[src/rtl/czono_loader_if.sv]
// czono_loader_if: ready/valid word stream that feeds one constrained zonotope
// (header, c, G, A, b[, checksum]) into czono_loader.
//   s_data  : stream word, DATA_WIDTH bits
//   s_valid : source has a word on s_data
//   s_ready : loader accepts the word this cycle
// Modports: master = stream source, slave = loader.
interface czono_loader_if #(
  parameter int DATA_WIDTH = 32
);
  logic [DATA_WIDTH-1:0] s_data;
  logic                  s_valid;
  logic                  s_ready;

  modport master (output s_data, output s_valid, input  s_ready);
  modport slave  (input  s_data, input  s_valid, output s_ready);
endinterface

[src/rtl/czono_loader.sv]
// czono_loader: receives one constrained zonotope as a word stream and writes
// it into the c / G / A / b block RAMs read by the plus, linear_image and
// intersection operators. Publishes n / ng / nc and a valid level used as the
// downstream start qualifier.
//
// Ports:
//   clk_i, rstn_i (async, active-low), start (one-cycle pulse, arms a load)
//   s          : czono_loader_if.slave stream (s_data, s_valid, s_ready)
//   n, ng, nc  : loaded dimension / generator count / constraint count
//   c_*, G_*, A_*, b_* : registered RAM write ports (1-cycle we pulses)
//   valid      : all RAMs hold a complete zonotope
//   err        : header out of range (or checksum mismatch)
//
// Optional build macro CZONO_LOADER_CHECKSUM_EN: adds a CHK state that takes
// one trailing word which must equal the XOR of the header and all payload.
module czono_loader #(
  parameter int DATA_WIDTH = 32,
  parameter int NMAX       = 10,
  parameter int NGMAX      = 5,
  parameter int NCMAX      = 3
) (
  input  logic                         clk_i,
  input  logic                         rstn_i,
  input  logic                         start,
  czono_loader_if.slave                s,
  output logic [$clog2(NMAX+1)-1:0]    n,
  output logic [$clog2(NGMAX+1)-1:0]   ng,
  output logic [$clog2(NCMAX+1)-1:0]   nc,
  output logic                         c_we,
  output logic [$clog2(NMAX)-1:0]      c_addr,
  output logic [DATA_WIDTH-1:0]        c_wdata,
  output logic                         G_we,
  output logic [$clog2(NMAX)-1:0]      G_raddr,
  output logic [$clog2(NGMAX)-1:0]     G_caddr,
  output logic [DATA_WIDTH-1:0]        G_wdata,
  output logic                         A_we,
  output logic [$clog2(NCMAX)-1:0]     A_raddr,
  output logic [$clog2(NGMAX)-1:0]     A_caddr,
  output logic [DATA_WIDTH-1:0]        A_wdata,
  output logic                         b_we,
  output logic [$clog2(NCMAX)-1:0]     b_addr,
  output logic [DATA_WIDTH-1:0]        b_wdata,
  output logic                         valid,
  output logic                         err
);
  localparam int NW = $clog2(NMAX+1);
  localparam int GW = $clog2(NGMAX+1);
  localparam int CW = $clog2(NCMAX+1);
  localparam int RA = $clog2(NMAX);
  localparam int GA = $clog2(NGMAX);
  localparam int CA = $clog2(NCMAX);
  localparam logic [7:0] NMAX8  = 8'(NMAX);
  localparam logic [7:0] NGMAX8 = 8'(NGMAX);
  localparam logic [7:0] NCMAX8 = 8'(NCMAX);

  typedef enum logic [3:0] {
    IDLE, HDR, LD_C, LD_G, LD_A, LD_B,
`ifdef CZONO_LOADER_CHECKSUM_EN
    CHK,
`endif
    DONE, ERR
  } state_t;

`ifdef CZONO_LOADER_CHECKSUM_EN
  localparam state_t FIN = CHK;
`else
  localparam state_t FIN = DONE;
`endif

  state_t     state_q, state_d;
  logic [7:0] row_q, col_q;
  logic       ready, xfer;
  logic       last_n, last_nc, last_col, hdr_ok;
  logic [7:0] hdr_n, hdr_ng, hdr_nc;

  assign hdr_n  = s.s_data[7:0];
  assign hdr_ng = s.s_data[15:8];
  assign hdr_nc = s.s_data[23:16];
  assign hdr_ok = (hdr_n  != 8'd0) && (hdr_n  <= NMAX8) &&
                  (hdr_ng != 8'd0) && (hdr_ng <= NGMAX8) &&
                  (hdr_nc <= NCMAX8);

  // Row/column walk end markers against the registered header fields.
  assign last_n   = (row_q == 8'(n)  - 8'd1);
  assign last_nc  = (row_q == 8'(nc) - 8'd1);
  assign last_col = (col_q == 8'(ng) - 8'd1);

  assign s.s_ready = ready;
  assign xfer      = s.s_valid && ready;

`ifdef CZONO_LOADER_CHECKSUM_EN
  logic [DATA_WIDTH-1:0] xacc_q;
  logic                  ck_ok;
  assign ck_ok = (s.s_data == xacc_q);

  always_ff @(posedge clk_i or negedge rstn_i) begin
    if (!rstn_i)         xacc_q <= '0;
    else if (xfer) begin
      if (state_q == HDR) xacc_q <= s.s_data;
      else                xacc_q <= xacc_q ^ s.s_data;
    end
  end
`endif

  always_ff @(posedge clk_i or negedge rstn_i) begin
    if (!rstn_i) state_q <= IDLE;
    else         state_q <= state_d;
  end

  always_comb begin
    state_d = state_q;
    ready   = 1'b0;
    case (state_q)
      IDLE, DONE, ERR: if (start) state_d = HDR;
      HDR: begin
        ready = 1'b1;
        if (s.s_valid) state_d = hdr_ok ? LD_C : ERR;
      end
      LD_C: begin
        ready = 1'b1;
        if (s.s_valid && last_n) state_d = LD_G;
      end
      LD_G: begin
        ready = 1'b1;
        if (s.s_valid && last_n && last_col) state_d = (nc == '0) ? FIN : LD_A;
      end
      LD_A: begin
        ready = 1'b1;
        if (s.s_valid && last_nc && last_col) state_d = LD_B;
      end
      LD_B: begin
        ready = 1'b1;
        if (s.s_valid && last_nc) state_d = FIN;
      end
`ifdef CZONO_LOADER_CHECKSUM_EN
      CHK: begin
        ready = 1'b1;
        if (s.s_valid) state_d = ck_ok ? DONE : ERR;
      end
`endif
      default: state_d = IDLE;
    endcase
  end

  // Write stage: accepted word -> registered RAM write port, one cycle later.
  always_ff @(posedge clk_i or negedge rstn_i) begin
    if (!rstn_i) begin
      row_q <= '0; col_q <= '0;
      n <= '0; ng <= '0; nc <= '0;
      valid <= 1'b0; err <= 1'b0;
      c_we <= 1'b0; c_addr <= '0; c_wdata <= '0;
      G_we <= 1'b0; G_raddr <= '0; G_caddr <= '0; G_wdata <= '0;
      A_we <= 1'b0; A_raddr <= '0; A_caddr <= '0; A_wdata <= '0;
      b_we <= 1'b0; b_addr <= '0; b_wdata <= '0;
    end else begin
      c_we <= 1'b0; G_we <= 1'b0; A_we <= 1'b0; b_we <= 1'b0;
      if ((state_q == IDLE || state_q == DONE || state_q == ERR) && start) begin
        valid <= 1'b0;
        err   <= 1'b0;
      end else if (state_q == DONE) begin
        valid <= 1'b1;
      end
      if (xfer) begin
        case (state_q)
          HDR: begin
            row_q <= '0;
            col_q <= '0;
            if (hdr_ok) begin
              n  <= hdr_n[NW-1:0];
              ng <= hdr_ng[GW-1:0];
              nc <= hdr_nc[CW-1:0];
            end else begin
              err <= 1'b1;
            end
          end
          LD_C: begin
            c_we    <= 1'b1;
            c_addr  <= row_q[RA-1:0];
            c_wdata <= s.s_data;
            row_q   <= last_n ? 8'd0 : row_q + 8'd1;
          end
          LD_G: begin
            G_we    <= 1'b1;
            G_raddr <= row_q[RA-1:0];
            G_caddr <= col_q[GA-1:0];
            G_wdata <= s.s_data;
            if (last_col) begin
              col_q <= '0;
              row_q <= last_n ? 8'd0 : row_q + 8'd1;
            end else begin
              col_q <= col_q + 8'd1;
            end
          end
          LD_A: begin
            A_we    <= 1'b1;
            A_raddr <= row_q[CA-1:0];
            A_caddr <= col_q[GA-1:0];
            A_wdata <= s.s_data;
            if (last_col) begin
              col_q <= '0;
              row_q <= last_nc ? 8'd0 : row_q + 8'd1;
            end else begin
              col_q <= col_q + 8'd1;
            end
          end
          LD_B: begin
            b_we    <= 1'b1;
            b_addr  <= row_q[CA-1:0];
            b_wdata <= s.s_data;
            row_q   <= last_nc ? 8'd0 : row_q + 8'd1;
          end
`ifdef CZONO_LOADER_CHECKSUM_EN
          CHK: if (!ck_ok) err <= 1'b1;
`endif
          default: ;
        endcase
      end
    end
  end
endmodule

[src/flat_wrapper.sv]
// flat-port wrapper written by rule: the top's interface ports become plain ports
module czono_loader_flat 
#(
  parameter int DATA_WIDTH = 32,
  parameter int NMAX       = 10,
  parameter int NGMAX      = 5,
  parameter int NCMAX      = 3
)
  (clk_i, rstn_i, start, n, ng, nc, c_we, c_addr, c_wdata, G_we, G_raddr, G_caddr, G_wdata, A_we, A_raddr, A_caddr, A_wdata, b_we, b_addr, b_wdata, valid, err, s_s_data, s_s_valid, s_s_ready);
  czono_loader_if #(.DATA_WIDTH(DATA_WIDTH)) s_i ();
  input  logic clk_i;
  input  logic rstn_i;
  input  logic start;
  output logic [$clog2(NMAX+1)-1:0] n;
  output logic [$clog2(NGMAX+1)-1:0] ng;
  output logic [$clog2(NCMAX+1)-1:0] nc;
  output logic c_we;
  output logic [$clog2(NMAX)-1:0] c_addr;
  output logic [DATA_WIDTH-1:0] c_wdata;
  output logic G_we;
  output logic [$clog2(NMAX)-1:0] G_raddr;
  output logic [$clog2(NGMAX)-1:0] G_caddr;
  output logic [DATA_WIDTH-1:0] G_wdata;
  output logic A_we;
  output logic [$clog2(NCMAX)-1:0] A_raddr;
  output logic [$clog2(NGMAX)-1:0] A_caddr;
  output logic [DATA_WIDTH-1:0] A_wdata;
  output logic b_we;
  output logic [$clog2(NCMAX)-1:0] b_addr;
  output logic [DATA_WIDTH-1:0] b_wdata;
  output logic valid;
  output logic err;
  input wire logic [$bits(s_i.s_data)-1:0] s_s_data;
  input wire logic [$bits(s_i.s_valid)-1:0] s_s_valid;
  output wire logic [$bits(s_i.s_ready)-1:0] s_s_ready;
  assign s_i.s_data = s_s_data;
  assign s_i.s_valid = s_s_valid;
  assign s_s_ready = s_i.s_ready;
  czono_loader #(.DATA_WIDTH(DATA_WIDTH), .NMAX(NMAX), .NGMAX(NGMAX), .NCMAX(NCMAX)) u_core (.clk_i(clk_i), .rstn_i(rstn_i), .start(start), .s(s_i), .n(n), .ng(ng), .nc(nc), .c_we(c_we), .c_addr(c_addr), .c_wdata(c_wdata), .G_we(G_we), .G_raddr(G_raddr), .G_caddr(G_caddr), .G_wdata(G_wdata), .A_we(A_we), .A_raddr(A_raddr), .A_caddr(A_caddr), .A_wdata(A_wdata), .b_we(b_we), .b_addr(b_addr), .b_wdata(b_wdata), .valid(valid), .err(err));
endmodule
[config.mk]
export PLATFORM = sky130hd
export DESIGN_NAME = czono_loader_flat
export DESIGN_NICKNAME = d
export VERILOG_FILES = /design/src/rtl/czono_loader_if.sv /design/src/rtl/czono_loader.sv /design/src/flat_wrapper.sv
export SDC_FILE = /design/constraint.sdc
export NUM_CORES = 1
export LEC_CHECK = 0
export ABC_AREA = 1
export CAP_MARGIN = 20
export CORE_UTILIZATION = 46
export CTS_BUF_LIST = sky130_fd_sc_hd__clkbuf_2
export CTS_CLUSTER_SIZE = 12
export DETAILED_ROUTE_END_ITERATION = 10
export PLACE_DENSITY = 0.88
export SYNTH_ARGS = -nofsm -noshare
export SYNTH_HDL_FRONTEND = slang
export SYNTH_SLANG_ARGS = --single-unit
[constraint.sdc]
create_clock -name clk_i -period 1.86 [get_ports clk_i]
set_clock_uncertainty 0.2 [all_clocks]
set_input_delay 0.372 -clock clk_i [delete_from_list [all_inputs] [get_ports clk_i]]
set_output_delay 0.372 -clock clk_i [all_outputs]
set_load 0.005 [all_outputs]
Word-level counts from Yosys, hierarchy flattened
Index checks and enable logic that the tools add are counted.

Add/sub/neg operators: 5. $lt $le $gt $ge: 3. Equal/unequal tests: 18. Mux-type cells: 31. Reductions and logical operators: 30.

Operators by type and width (number): $mux W8 (5); $pmux W8 S5 (1); $eq A8 B8 Y1 (3); $mux W4 (6); $pmux W4 S6 (1); $add A8 B1 Y8 const B (2); $eq A4 B3 Y1 const B (4); $pmux W8 S2 (1); $reduce_bool A8 Y1 (2); $mux W1 (15); $ne A2 B1 Y1 const B (6); $logic_and A1 B1 Y1 (10); $reduce_and A2 Y1 (5); $eq A4 B2 Y1 const B (2); $le A8 B2 Y1 const B (1); $le A8 B3 Y1 const B (1); $le A8 B4 Y1 const B (1); $reduce_and A6 Y1 (1); $reduce_bool A5 Y1 (1); $reduce_or A5 Y1 (1); $sub A4 B1 Y5 const B (1); $eq A4 B1 Y1 const B (1); $logic_not A4 Y1 (1); $ne A2 B2 Y1 const B (2); other kinds (11) (13).

Register bits: 181. Input port bits: 36. Output and inout bits: 162. Word-level logic and storage cells: 109.

Depth between registers and ports, before layout
Word-level depth: 8. Depth in mapped cells: 14. Depth with buffers taken out: 14.

Worst setup path before layout
Ideal clock, no wire load.

Kind: register to register. Start: register u_core.ng[0]. End: register u_core.row_q[3]. Library setup time: 117 ps. Data arrival time: 1684 ps. Required time: 1543 ps. Path slack: -141 ps. Cell stages (with the launch flop): 11. Buffers on the path: 0. Clock period less this slack: 2001 ps. Cell sequence: dfrtp_1 inv_2 ha_1 or2_2 nand4_1 nand3b_1 nand2_1 nand2_2 nor2_1 nand2_1 nand2_1.

Longest elaborated chain between the ends: 4. Elaborated cells between the ends (all ways): 5. Classes of those cells: add/sub (1); eq/ne (3); reduce/logical (1).

RTL lines: start, declared (line czono_loader.sv:27) `output logic [$clog2(NGMAX+1)-1:0] ng,`; start signal, assigned (line czono_loader.sv:170) `ng <= hdr_ng[GW-1:0];`; $sub A3 B1 Y4 * (line czono_loader.sv:86) `assign last_col = (col_q == 8'(ng) - 8'd1);`; $eq A8 B8 Y1 * (line czono_loader.sv:86); $ne A2 B1 Y1 (no source line); $reduce_and A4 Y1 (no source line) *; end signal, assigned (line czono_loader.sv:180) `row_q <= last_n ? 8'd0 : row_q + 8'd1;`; end signal, assigned (line czono_loader.sv:189) `row_q <= last_n ? 8'd0 : row_q + 8'd1;`; end signal, assigned (line czono_loader.sv:201) `row_q <= last_nc ? 8'd0 : row_q + 8'd1;`; end, declared (line czono_loader.sv:71) `logic [7:0] row_q, col_q;`.

Every way passes the cells marked *; elsewhere a longest branch is shown, timed or not. A chain may end at the register's enable or synchronous reset.

Worst setup path in the final report
Start: register u_core.state_q[1]. End: output port s_s_ready.

Longest elaborated chain between the ends: 3. Elaborated cells between the ends (all ways): 7. Classes of those cells: eq/ne (5); mux (1); reduce/logical (1).

RTL lines: start, declared (line czono_loader.sv:70) `state_t state_q, state_d;`; start signal, assigned (line czono_loader.sv:107) `else state_q <= state_d;`; $eq A4 B1 Y1, or another cell as far along (line czono_loader.sv:113) `case (state_q)`; $reduce_or A5 Y1 (no source line) *; $mux W1 * (line czono_loader.sv:113); end, declared (line flat_wrapper.sv:35) `output wire logic [$bits(s_i.s_ready)-1:0] s_s_ready;`.

Marked as above.

==> results.yml <==
critical_path:
  cp_data_required_time_ns: 1.29
  slowest_stage: "dfrtp_2"
  ff2ff_setup_slack_ns: -0.37
  r2r_start: "u_core.state_q[1]"
  critical_path_class: "flip-flop to output port"
  crit_path_frequent_cell: "nand2_2"
  cp_data_arrival_time_ns: 1.67
  worst_setup_path_end_kind: "output port"
  start_kind: "flip-flop"
  endpoint: "s_s_ready"
  slowest_delay_ns: 0.48
  ff2ff_path_depth: 15
  worstReg2RegEnd: "u_core.state_q[2]"
  cp_max_fo: 2
  startpoint: "u_core.state_q[1]"
  worstPathCellList: "buf_4, nand2_2, nand2_2, inv_2, buf_6"
drt:
  drc: 0
  ant_nets: 0
  num_vias: 7973
  routed_via_density: 5.26
  wl_per_cell_um: 17.5
  drt_iter0_markers: 556
  finalWirelength_um: 26600
  drt_pass1_iterations: 8
clocking:
  cts.sinks: 180
  root_buffer: "clkbuf_2"
  cts_tree: "yes"
  clkSlewWorstSetupHoldPaths_ns: 0.24
  cts_buffer_depth: 2
  cts_max_level: 4
  clock_latency_ns: 0.77
  cts_made_buffers: 17
logic_synthesis:
  syn_nets: 931
  synth_most_common_cell: "nand2_1"
  synthTopCellsByCount: "278 x nand2_1, 180 x dfrtp_1, 105 x o21ai_0, 85 x inv_1, 58 x o21ai_1"
  synth_area_per_cell_um2: 8.72
  yosysTopAreaCell: "dfrtp_1"
  async_flop_share: 1.00
  synth-main-ff-cell: "dfrtp_1"
  synth-edff-count: 0
  synthTopCellsByArea: "dfrtp_1 58%, nand2_1 13%, o21ai_0 6.8%"
  synth.distinct_cells: 32
  ys_warn_count: 0
  synth_seq_area_share: 0.581
  synthCells: 889
  yosysTopAreaCellShare: 0.581
  syn_area_mm2: 0.00775
  ys_seq_elements: 180
timing:
  fmax_ghz: 0.447
  fin_ws_ns: -0.379
  final_hold_viol_count: 0
  tightest_slew_ns: 0.528
  setup_viol: 220
  relSlewSlack: 0.648
  grt_setup_unrepaired: "yes"
  drv_slew: 0
  fin_crit_sh: 1.20
  fin_crit_ns: 2.24
  hold_slack_ns: 0.0551
placed_design:
  dpl.hpwl_um: 16000
  place_area_mm2: 0.0105
  gp_congestion: 0.924
  preCtsSetupSlack_ns: -0.357
  io_buffers: 197
die:
  rows: 47
  dieHeight_um: 132
  die_area_mm2: 0.0174
  die_x_um: 132
  core_mm2: 0.0165
  num_io_pins: 198
  start_util: 0.469
finish:
  nFillCells: 1173
  layout-drive-gt1-share: 0.366
  synthToLayoutAreaGrowth_pct: 50.7
  fin_util: 0.707
  fin_area_mm2: 0.0117
  fin_nets: 1325
pwr:
  power_density_mw_per_mm2: 1420
  leakage_uw: 0.00635
  irDropWorstVdd_mv: 0.845
  power_uw: 16600
grt:
  grt_pass1_vias: 7517
  grt_max_degree: 63
  grt_antenna_before_repair: 0
  grt-ovfl-total: 0
  grt_pass1_wl_um: 37500
  track_usage: 0.278
run_status:
  violations: "setup timing"
  status: "finished, violations left"
job:
  drv_cap: 0
hold_path:
  hold_path_class: "primary input to flip-flop"
## layout make-up
type / instances / area, um^2 / share of cell area
Timing Repair inverter: 1 / 8.76 / 0.000750
Sequential cell: 180 / 4510 / 0.386
Multi-Input combinational cell: 578 / 2960 / 0.253
Clock buffer: 18 / 90.1 / 0.00771
Tap cell: 220 / 275 / 0.0236
Antenna cell: 1 / 2.50 / 0.000214
Timing Repair Buffer: 413 / 3290 / 0.282
Clock inverter: 12 / 179 / 0.0153
Inverter: 92 / 365 / 0.0313
## state kept, by name, summed over array words and instances, names as in the netlist, 3 cells and up
name and count:
u_core.row_q 8, u_core.n 4, u_core.ng 3, u_core.A_wdata 32, u_core.state_q 3, u_core.c_addr 4, u_core.G_caddr 3, u_core.A_caddr 3
u_core.b_wdata 32, u_core.c_wdata 32, u_core.G_raddr 4, u_core.col_q 8, u_core.G_wdata 32
## routing by layer
layer,global-route usage,vias up,routed length [um]
met5,0,-,0
li1,-,3609,-
met1,0.321,3893,9980
met4,0.150,0,1210
met3,0.0773,93,2290
met2,0.470,378,13100
## what timing repair did
item                                   4_1_cts  5_1_grt
cloned                                       1       11
pin swaps                                   27       20
hold buffers                                15        0
endpoints found under the hold margin      221        0
setup endpoints to repair                  180      245
gates resized for setup                    699       64
buffers inserted                            66       59
## per-stage QoR
stage | cells | TNS (ns)
2_1_floorplan | 889 | -0.444
3_3_place_gp | 1339 | -17.24
3_5_place_dp | 1339 | -22.25
4_1_cts | 1445 | -19.85
5_1_grt | 1514 | -38.49
6_report | 1515 | -20.16
## worst min-delay path by stage
stage | startpoint | to | slack, ns | cells after the start
floorplan | rstn_i | u_core.A_caddr[0] | -0.12 | 0
global placement | rstn_i | u_core.c_wdata[5] | 0.16 | 1
detailed placement | rstn_i | u_core.c_wdata[5] | 0.17 | 1
CTS | s_s_data[21] | u_core.c_wdata[21] | 0.01 | 4
global route | s_s_data[31] | u_core.c_wdata[31] | 0.02 | 3
finish | s_s_data[21] | u_core.c_wdata[21] | 0.06 | 4
## power breakdown
group	internal, uW	total [uW]	switching [uW]
combinational	4010	7920	3910
clock	886	2270	1380
sequential	5450	6410	959
total	10300	16600	6250
## cells by family (layout without fill, tap and decap cells)
kind of cell               after synthesis  in the layout  share of synthesized area
and+or+nand+nor                        384            385                      0.209
other                                    0              1                          0
DFF                                    180            180                      0.581
adders and majority gates                6              6                    0.00968
xor gates and xnor gates                19             19                     0.0215
buffers and inverters                  132            536                     0.0686
AOI/OAI and AO/OA                      168            168                      0.110
## cells in the final DEF, fill, tap and decap left out, types with 7 or more instances in the layout
cell type and count:
nand3_1 27, xnor2_1 9, dfrtp_1 177, buf_4 158, buf_6 35, clkbuf_2 18
clkdlybuf4s50_1 34, o21ai_1 61, nand4_1 15, clkbuf_16 7, o21ai_0 94, nor2_4 10
nor2_1 27, xor2_1 10, o21ai_2 9, inv_1 81, nand2_2 22, buf_12 13
dlygate4sd3_1 15, nand2_1 258, nand3_2 7, buf_2 148
## critical path, delay by kind of cell, from the launching register on
kind	cells	cell delay [ns]
buf+inv	3	0.31
flops	1	0.48
simple gates	2	0.13
Note: power is estimated with default switching activity, not from simulation.
